--- config.mk ---
export PLATFORM = sky130hd
export DESIGN_NAME = vga_pixel_fifo
export DESIGN_NICKNAME = d
export VERILOG_FILES = /design/src/rtl/vga_pixel_fifo.sv
export SDC_FILE = /design/constraint.sdc
export NUM_CORES = 1
export LEC_CHECK = 0
export CAP_MARGIN = 25
export CORE_ASPECT_RATIO = 0.7
export CORE_MARGIN = 4
export CORE_UTILIZATION = 45
export CTS_CLUSTER_DIAMETER = 40
export DETAILED_ROUTE_END_ITERATION = 10
export PLACE_DENSITY = 0.68
export SLEW_MARGIN = 0
export SYNTH_ARGS = -nofsm -noshare
export SYNTH_HDL_FRONTEND = slang
export SYNTH_SLANG_ARGS = --single-unit
--- constraint.sdc ---
create_clock -name clock -period 5.56 [get_ports clock]
set_input_delay 1.112 -clock clock [delete_from_list [all_inputs] [get_ports clock]]
set_output_delay 1.112 -clock clock [all_outputs]
set_load 0.1 [all_outputs]
--- src/rtl/vga_pixel_fifo.sv ---
// Elastic pixel buffer feeding VGA scan-out, with start-of-frame alignment and black substitution on underrun.
// Optional underflow statistics counter enabled by defining VGA_PIXEL_FIFO_STATS_EN.
module vga_pixel_fifo #(
  parameter int unsigned DEPTH       = 16,
  parameter int unsigned PIXEL_WIDTH = 3
) (
  input  logic                           clock,
  input  logic                           reset_n,
  input  logic                           write_valid,
  output logic                           write_ready,
  input  logic [PIXEL_WIDTH-1:0]         write_pixel,
  input  logic                           write_frame_start,
  input  logic                           frame_begin,
  input  logic                           read_enable,
  output logic [PIXEL_WIDTH-1:0]         read_pixel,
  output logic                           underflow,
  output logic                           resync,
  output logic [$clog2(DEPTH+1)-1:0]     level,
  output logic [15:0]                    underflow_count
);

  localparam int unsigned AW = $clog2(DEPTH);
  localparam int unsigned LW = $clog2(DEPTH + 1);
  localparam int unsigned EW = PIXEL_WIDTH + 1;

  typedef enum logic [1:0] {
    S_SEEK   = 2'd0,
    S_ARMED  = 2'd1,
    S_STREAM = 2'd2
  } state_t;

  logic [EW-1:0]          r_mem [DEPTH];
  logic [AW-1:0]          r_wr_ptr;
  logic [AW-1:0]          r_rd_ptr;
  logic [LW-1:0]          r_level;
  logic                   r_write_ready;
  logic [PIXEL_WIDTH-1:0] r_read_pixel;
  logic                   r_underflow;
  logic                   r_resync;
  state_t                 r_state;

  state_t                 w_state_nxt;
  logic                   w_push;
  logic                   w_pop;
  logic                   w_empty;
  logic [EW-1:0]          w_head;
  logic                   w_next_tag;
  logic                   w_aligned;
  logic [LW-1:0]          w_level_nxt;
  logic [PIXEL_WIDTH-1:0] w_pixel_nxt;
  logic                   w_underflow_nxt;
  logic                   w_resync_nxt;

  assign w_push      = write_valid && r_write_ready;
  assign w_empty     = (r_level == '0);
  assign w_head      = r_mem[r_rd_ptr];
  assign w_next_tag  = r_mem[r_rd_ptr + AW'(1)][EW-1];
  assign w_level_nxt = r_level + LW'(w_push) - LW'(w_pop);

  // Frame alignment looks at whichever entry is at the head once this cycle's pop is done
  assign w_aligned = w_pop ? ((r_level > LW'(1)) && w_next_tag)
                           : (!w_empty && w_head[EW-1]);

  // Next-state and registered-output values
  always_comb begin
    w_state_nxt     = r_state;
    w_pop           = 1'b0;
    w_pixel_nxt     = r_read_pixel;
    w_underflow_nxt = 1'b0;
    w_resync_nxt    = 1'b0;
    case (r_state)
      S_SEEK: begin
        w_pixel_nxt = '0;
        if (!w_empty) begin
          if (w_head[EW-1]) w_state_nxt = S_ARMED;
          else              w_pop       = 1'b1;
        end
      end
      S_ARMED: begin
        w_pixel_nxt = '0;
        if (frame_begin) w_state_nxt = S_STREAM;
      end
      S_STREAM: begin
        if (read_enable) begin
          if (!w_empty) begin
            w_pop       = 1'b1;
            w_pixel_nxt = w_head[PIXEL_WIDTH-1:0];
          end else begin
            w_pixel_nxt     = '0;
            w_underflow_nxt = 1'b1;
            w_state_nxt     = S_SEEK;
          end
        end
        if (frame_begin && !w_underflow_nxt && !w_aligned) begin
          w_resync_nxt = 1'b1;
          w_pixel_nxt  = '0;
          w_state_nxt  = S_SEEK;
        end
      end
      default: begin
        w_pixel_nxt = '0;
        w_state_nxt = S_SEEK;
      end
    endcase
  end

  // Storage array carries no reset; only pointers and level define validity
  always_ff @(posedge clock) begin
    if (w_push) r_mem[r_wr_ptr] <= {write_frame_start, write_pixel};
  end

  always_ff @(posedge clock or negedge reset_n) begin
    if (!reset_n) begin
      r_state       <= S_SEEK;
      r_wr_ptr      <= '0;
      r_rd_ptr      <= '0;
      r_level       <= '0;
      r_write_ready <= 1'b1;
      r_read_pixel  <= '0;
      r_underflow   <= 1'b0;
      r_resync      <= 1'b0;
    end else begin
      r_state       <= w_state_nxt;
      r_level       <= w_level_nxt;
      r_write_ready <= (w_level_nxt != LW'(DEPTH));
      r_read_pixel  <= w_pixel_nxt;
      r_underflow   <= w_underflow_nxt;
      r_resync      <= w_resync_nxt;
      if (w_push) r_wr_ptr <= r_wr_ptr + AW'(1);
      if (w_pop)  r_rd_ptr <= r_rd_ptr + AW'(1);
    end
  end

`ifdef VGA_PIXEL_FIFO_STATS_EN
  logic [15:0] r_underflow_count;

  always_ff @(posedge clock or negedge reset_n) begin
    if (!reset_n) begin
      r_underflow_count <= '0;
    end else if (w_underflow_nxt && (r_underflow_count != 16'hFFFF)) begin
      r_underflow_count <= r_underflow_count + 16'd1;
    end
  end

  assign underflow_count = r_underflow_count;
`else
  assign underflow_count = 16'h0000;
`endif

  assign write_ready = r_write_ready;
  assign read_pixel  = r_read_pixel;
  assign underflow   = r_underflow;
  assign resync      = r_resync;
  assign level       = r_level;

endmodule

==> impl_metrics.csv, run 1 <==
group,metric,value,unit
routing,wl_per_cell,18.3,um
timing,fin_setup_tns,0,ns
clocking,cts_resized,0,
synthesis,syn_area,4040,um2
timing,setup_viol,0,
timing,max_clock_freq,0.279,GHz
worst_setup_path,crit_path_cell_trace,"buf_4, mux2_2, o221ai_1, o221ai_2, a21oi_4, xnor2_1, ha_1, fa_1, a21oi_1, o21bai_1, xnor2_1, nand3b_1",
clocking,post_cts_buffers,0,
timing,slew_headroom,34.8,%
timing,period_needed,3.58,ns
synthesis,avgSynthCellArea,16.1,um2
cells_and_area,area_growth,13.6,%
clocking,cts_tree,"yes",
worst_hold_path,worst_hold_path_type,"flip-flop to flip-flop",
worst_setup_path,critPathCapture,"write_ready",
synthesis,yosysSeqAreaShare,60.6,%
job,cap_violations,0,
worst_setup_path,crit_required,5.81,ns
worst_setup_path,crit_start,"r_rd_ptr[0]",
clocking,cts_sinks,85,
clocking,clkSlewWorstSetupHoldPaths,0.06,ns
cells_and_area,layout_common_cells,"edfxtp_1, dfrtp_1, clkdlybuf4s50_1",
worst_setup_path,worstSetupStartpointType,"flip-flop",
routing,drc,0,
clocking,clk_path_buf_depth,2,
pwr,vdd.ir_drop.worst,414,uV
placement,numPortBuffers,19,
placement,place_inst,383,
worst_setup_path,r2r_setup_slack,1.98,ns
routing,wl,7330,um
worst_setup_path,arrival,3.84,ns
clocking,ctsHtreeMaxLevel,3,
synthesis,ys.flop_type,"edfxtp_1",
pwr,p_leak,1.68,nW
clocking,clk_latency,0.33,ns
global_route,grt_usage,15.1,%
timing,whs,0.523,ns
routing,drtAntennaViolNets,0,
timing,worstMarginPinSlew,0.975,ns
synthesis,synth-seq-cells,85,
floorplanning,dieArea,10600,um2
worst_setup_path,cpPeakStageDelay,0.80,ns
clocking,cts.hold.buffers_added,0,
global_route,grt_max_degree,22,
routing,viasPerCell,5.27,
routing,dr.pass1.iters,4,
worst_setup_path,cpMaxStageDelayCell,"dfrtp_1",
cells_and_area,final_cells,401,
timing,hold_violations,0,
synthesis,synth_edf_count,64,
routing,vias,2115,
worst_setup_path,crit_fanout,14,
floorplanning,start_util,47.1,%
global_route,gr-total-overflow,0,
cells_and_area,antenna_cells,0,
run_status,status,"completed",
worst_setup_path,cp.depth,12,
clocking,cts-root-buf,"clkbuf_16",
pwr,power_density,593,nW/um2
timing,clock_skew,0.00541,ns
floorplanning,die_h,87.3,um
worst_setup_path,cp_top_family,"compound AO/OA/AOI/OAI gates",
cells_and_area,final_common_cell,"edfxtp_1",
global_route,grt_pass1_vias,2094,
cells_and_area,drive_above_1_share,14.9,%
synthesis,yosysWarnings,0,
clocking,cts-buffers-inserted,9,
global_route,antenna_found_initial,0,
synthesis,synth_cells,251,
timing,slew_violations,0,
floorplanning,die_width,121,um
placement,gp_congestion,0.812,
timing,period_share,64.4,%
worst_setup_path,reg2reg_from,"r_rd_ptr[0]",
worst_setup_path,critPathBufInv,1,
floorplanning,pin_count,36,
floorplanning,core,8580,um2
global_route,grt_pass1_wl,11600,um
worst_setup_path,critPathCaptureType,"flip-flop",
worst_setup_path,regToRegEndpoint,"write_ready",
worst_setup_path,reg2reg_depth,12,
floorplanning,num_rows,28,
synthesis,ys_types,48,
cells_and_area,fin_nets,298,
worst_setup_path,path_common_cell,"xnor2_1",
worst_setup_path,path_class,"flip-flop to flip-flop",
timing,rsz0062_at_grt,"false",
cells_and_area,nFillCells,680,
routing,drtIter0Drc,199,
placement,hpwl,5380,um
synthesis,synth-async-reset-ratio,24.7,%
cells by family (layout without fill, tap and decap cells):
group | after synthesis | count (layout) | share of synthesized area, %
AO/OA/AOI/OAI | 26 | 26 | 5.14
XOR/XNOR | 12 | 12 | 2.60
adder cells (fa/ha/maj) | 13 | 13 | 4.21
buffers and inverters | 35 | 50 | 5.97
flip-flops | 85 | 85 | 60.6
multiplexers | 28 | 28 | 14.5
other | 1 | 16 | 0.0928
AND/OR/NAND/NOR | 51 | 51 | 6.87
through the flow:
stage | util, % | total power [mW] | instance area (um2) | setup slack (ns)
4_1_cts | 53.1 | 2.75 | 4560 | 1.95
6_report | 53.5 | 2.72 | 4590 | 1.98
5_1_grt | 53.5 | 2.88 | 4590 | 1.75
3_3_place_gp | 49.5 | 2.10 | 4250 | 2.09
3_5_place_dp | 49.5 | 2.12 | 4250 | 1.97
2_1_floorplan | - | 1.89 | 4100 | 2.23
how the worst min path moves through the flow:
| stage | start | end | cells after the start |
|---|---|---|---|
| final | r_state[1] | r_state[0] | 1 |
| after global routing | r_state[1] | r_state[0] | 1 |
| after detailed placement | r_state[1] | r_state[0] | 1 |
| after global placement | r_state[1] | r_state[0] | 1 |
| after floorplan | r_state[1] | r_state[0] | 1 |
| after CTS | r_state[1] | r_state[0] | 1 |
worst register-to-register path: stages (launching register included):
cell      delay, ns
dfrtp_1        0.80
buf_4          0.35
mux2_2         0.36
o221ai_1       0.26
o221ai_2       0.21
a21oi_4        0.27
xnor2_1        0.10
ha_1           0.22
fa_1           0.41
a21oi_1        0.15
o21bai_1       0.09
xnor2_1        0.19
nand3b_1       0.10
per-layer routing:
layer	global-route usage [%]	up-vias	share of wire, %
li1	-	974	-
met1	23.0	1062	49
met2	20.7	71	43
met3	4.61	8	6.5
met4	4.88	0	1.1
met5	0	-	0
registers in the layout (all words and copies together), names as in the netlist:
| register | flops |
|---|---|
| level | 5 |
| r_rd_ptr | 4 |
| read_pixel | 3 |
| r_mem | 64 |
| r_state | 2 |
| r_wr_ptr | 4 |
| write_ready | 1 |
| underflow | 1 |
| resync | 1 |
area by class of cell:
| cell class | count | area, um2 | share of cell area, % |
|---|---|---|---|
| clock buffers | 11 | 233 | 5.07 |
| clock inverters | 5 | 75.1 | 1.64 |
| inverters | 12 | 45.0 | 0.981 |
| multi-input cells | 146 | 1410 | 30.7 |
| flip-flops and latches | 85 | 2450 | 53.3 |
| well taps | 120 | 150 | 3.27 |
| repair buffers | 22 | 230 | 5.01 |
synth_stat cells (all sizes together) (2+ instances only):
cell type | count | area (um2)
a211oi | 5 | 47.5
a21oi | 6 | 41.3
a22oi | 3 | 22.5
and2 | 13 | 81.3
and3 | 5 | 31.3
buf | 21 | 181
clkbuf | 2 | 15.0
dfrtp | 20 | 500
edfxtp | 64 | 1920
ha | 12 | 150
inv | 12 | 45.0
mux2 | 5 | 60.1
mux4 | 22 | 518
nand2 | 9 | 33.8
nand2b | 2 | 12.5
nand3 | 4 | 20.0
nor2 | 8 | 30.0
nor2b | 2 | 12.5
nor3 | 2 | 10.0
o21bai | 2 | 15.0
o221ai | 2 | 23.8
o22ai | 2 | 12.5
xnor2 | 10 | 87.6
xor2 | 2 | 17.5
power by group:
group / internal (mW) / switching, mW / total, mW
clock network: 0.390 / 0.222 / 0.612
logic: 0.495 / 0.685 / 1.18
registers: 0.800 / 0.132 / 0.932
Power figures use the tool's default switching activity.
==> run 2, diff against run 1 <==
- PLACE_DENSITY: 0.68 -> 0.7
- clock period: 5.56 -> 3 ns (I/O delays scaled with it)
==> impl_metrics.csv, run 2 (same netlist as run 1, synthesis figures left out) <==
group,metric,value,unit
run_status,status,"completed",
timing,slew_violations,0,
pwr,intPower,3.33,mW
cells_and_area,fin_nets,308,
timing,period_share,94.2,%
clocking,clk_latency,0.34,ns
pwr,p_seq_share,31.3,%
cells_and_area,antenna_cells,0,
clocking,cts-root-buf,"clkbuf_16",
floorplanning,pin_count,36,
cells_and_area,largest-register,"r_mem",
floorplanning,num_rows,28,
global_route,gr-total-overflow,0,
worst_setup_path,path_class,"flip-flop to flip-flop",
clocking,ctsHtreeMaxLevel,3,
clocking,cts-buffers-inserted,9,
worst_setup_path,crit_required,3.26,ns
worst_hold_path,holdPathEnd,"r_state[0]",
timing,whs,0.530,ns
worst_setup_path,arrival,3.09,ns
floorplanning,die_width,121,um
routing,drtAntennaViolNets,0,
cells_and_area,layout_common_cells,"edfxtp_1, buf_4, dfrtp_1",
global_route,grt_pass1_vias,2156,
pwr,net-switching-power,2.06,mW
worst_setup_path,regToRegEndpoint,"write_ready",
worst_setup_path,worstSetupStartpointType,"flip-flop",
worst_setup_path,crit_fanout,5,
timing,worstMarginPinSlew,0.561,ns
routing,viasPerCell,5.40,
timing,hold_violations,0,
floorplanning,die_h,87.3,um
worst_hold_path,whs_path_depth,1,
global_route,grt_util_met1,24.6,%
cells_and_area,area_growth,16.5,%
routing,vias,2221,
global_route,antenna_found_initial,0,
cells_and_area,nFillCells,684,
global_route,grtUsageMet3,5.26,%
timing,max_clock_freq,0.354,GHz
worst_setup_path,reg2reg_from,"r_rd_ptr[0]",
pwr,comb_power_share,45.3,%
global_route,grt_pass1_wl,12300,um
timing,slew_headroom,62.5,%
routing,dr.pass1.iters,4,
routing,drc,0,
placement,place_inst,392,
routing,wl_per_cell,19.5,um
timing,clock_skew,0.00429,ns
clocking,clkSlewWorstSetupHoldPaths,0.06,ns
global_route,grt_usage,16.1,%
pwr,p_leak,1.75,nW
clocking,cts.hold.buffers_added,0,
clocking,cts_sinks,85,
floorplanning,core,8580,um2
cells_and_area,final_cells,411,
pwr,sw_frac_of_total,38.2,%
worst_hold_path,worst_hold_path_type,"flip-flop to flip-flop",
pwr,power_density,1140,nW/um2
placement,hpwl,5610,um
worst_setup_path,reg2reg_depth,11,
timing,period_needed,2.83,ns
clocking,clk_path_buf_depth,2,
global_route,grt_max_degree,22,
placement,gp_congestion,0.826,
job,cap_violations,0,
global_route,busiest_layer,"met1",
worst_setup_path,r2r_setup_slack,0.17,ns
pwr,clockPowerShare,23.3,%
cells_and_area,largest_register_ffs,64,
floorplanning,start_util,47.1,%
worst_hold_path,min_from,"r_state[1]",
pwr,vdd.ir_drop.worst,744,uV
cells_and_area,final_common_cell,"edfxtp_1",
routing,drtIter0Drc,208,
routing,wl,8000,um
global_route,grt_util_met2,21.8,%
worst_setup_path,critPathCaptureType,"flip-flop",
floorplanning,dieArea,10600,um2
cells_and_area,drive_above_1_share,25.4,%
clocking,cts_tree,"yes",
placement,numPortBuffers,19,
timing,setup_viol,0,
==> run 2: cell types whose count changed in the layout (fill, tap and decap cells not counted), sizes merged <==
cell / change
buf: +22
bufinv: +1
clkbuf: -3
clkdlybuf4s50: -11
clkinvlp: +1
==> run 2: per-stage QoR <==
| stage | area, um2 | total power [mW] | setup TNS, ns | util, % | setup slack (ns) |
|---|---|---|---|---|---|
| 3_3_place_gp | 4300 | 3.95 | 0 | 50.1 | 0.0509 |
| 3_5_place_dp | 4300 | 3.98 | -0.0658 | 50.1 | -0.0658 |
| 5_1_grt | 4710 | 5.67 | -0.00956 | 54.9 | -0.00956 |
| 2_1_floorplan | 4110 | 3.51 | 0 | - | 0.00446 |
| 4_1_cts | 4650 | 5.26 | 0 | 54.1 | 0.0621 |
| 6_report | 4710 | 5.38 | 0 | 54.9 | 0.175 |
==> run 2: power by group through the flow <==
stage / logic, mW / clock network [mW] / registers, mW
after floorplan: 1.56 / 0 / 1.95
after global placement: 2.25 / 0 / 1.69
after detailed placement: 2.28 / 0 / 1.70
after CTS: 2.31 / 1.27 / 1.68
after global routing: 2.62 / 1.33 / 1.71
final: 2.44 / 1.26 / 1.69
==> run 2: area by class of cell <==
type | instances | area, um2 | share of cell area (%)
Clock inverter | 7 | 114 | 2.42
Inverter | 12 | 45.0 | 0.956
Tap cell | 120 | 150 | 3.19
Sequential cell | 85 | 2450 | 52.1
Timing Repair Buffer | 32 | 260 | 5.53
Clock buffer | 9 | 225 | 4.78
Multi-Input combinational cell | 146 | 1460 | 31.1
==> run 2: repair_timing <==
item / in CTS / in global routing
setup buffers: 0 / 3
hold endpoints to repair: 0 / 0
endpoints found under the setup margin: 2 / 2
pin swaps: 0 / 2
gates resized for setup: 2 / 6
==> run 2: how the worst max path moves through the flow <==
| stage | from | end | slack (ns) | cells after the start |
|---|---|---|---|---|
| floorplan | level[2] | write_ready | 0.004 | 12 |
| global placement | r_rd_ptr[0] | write_ready | 0.05 | 11 |
| detailed placement | r_rd_ptr[0] | write_ready | -0.07 | 11 |
| CTS | r_rd_ptr[0] | write_ready | 0.06 | 11 |
| global route | r_rd_ptr[0] | write_ready | -0.01 | 11 |
| finish | r_rd_ptr[0] | write_ready | 0.17 | 11 |
==> run 2: worst max-delay path, stage by stage, from the launching register on <==
cell	delay [ns]
dfrtp_2	0.42
mux4_2	0.56
o22ai_4	0.21
o221ai_4	0.15
a21oi_4	0.20
xnor2_1	0.09
ha_1	0.21
fa_2	0.36
a21oi_1	0.14
o21bai_1	0.09
xnor2_1	0.21
nand3b_1	0.10
==> run 2: layer usage <==
layer,part of all wire (%),vias up,wire [um]
met5,0,-,0
met4,1.0,0,82
met3,6.6,10,529
met2,44,67,3500
met1,49,1148,3880
li1,-,996,-
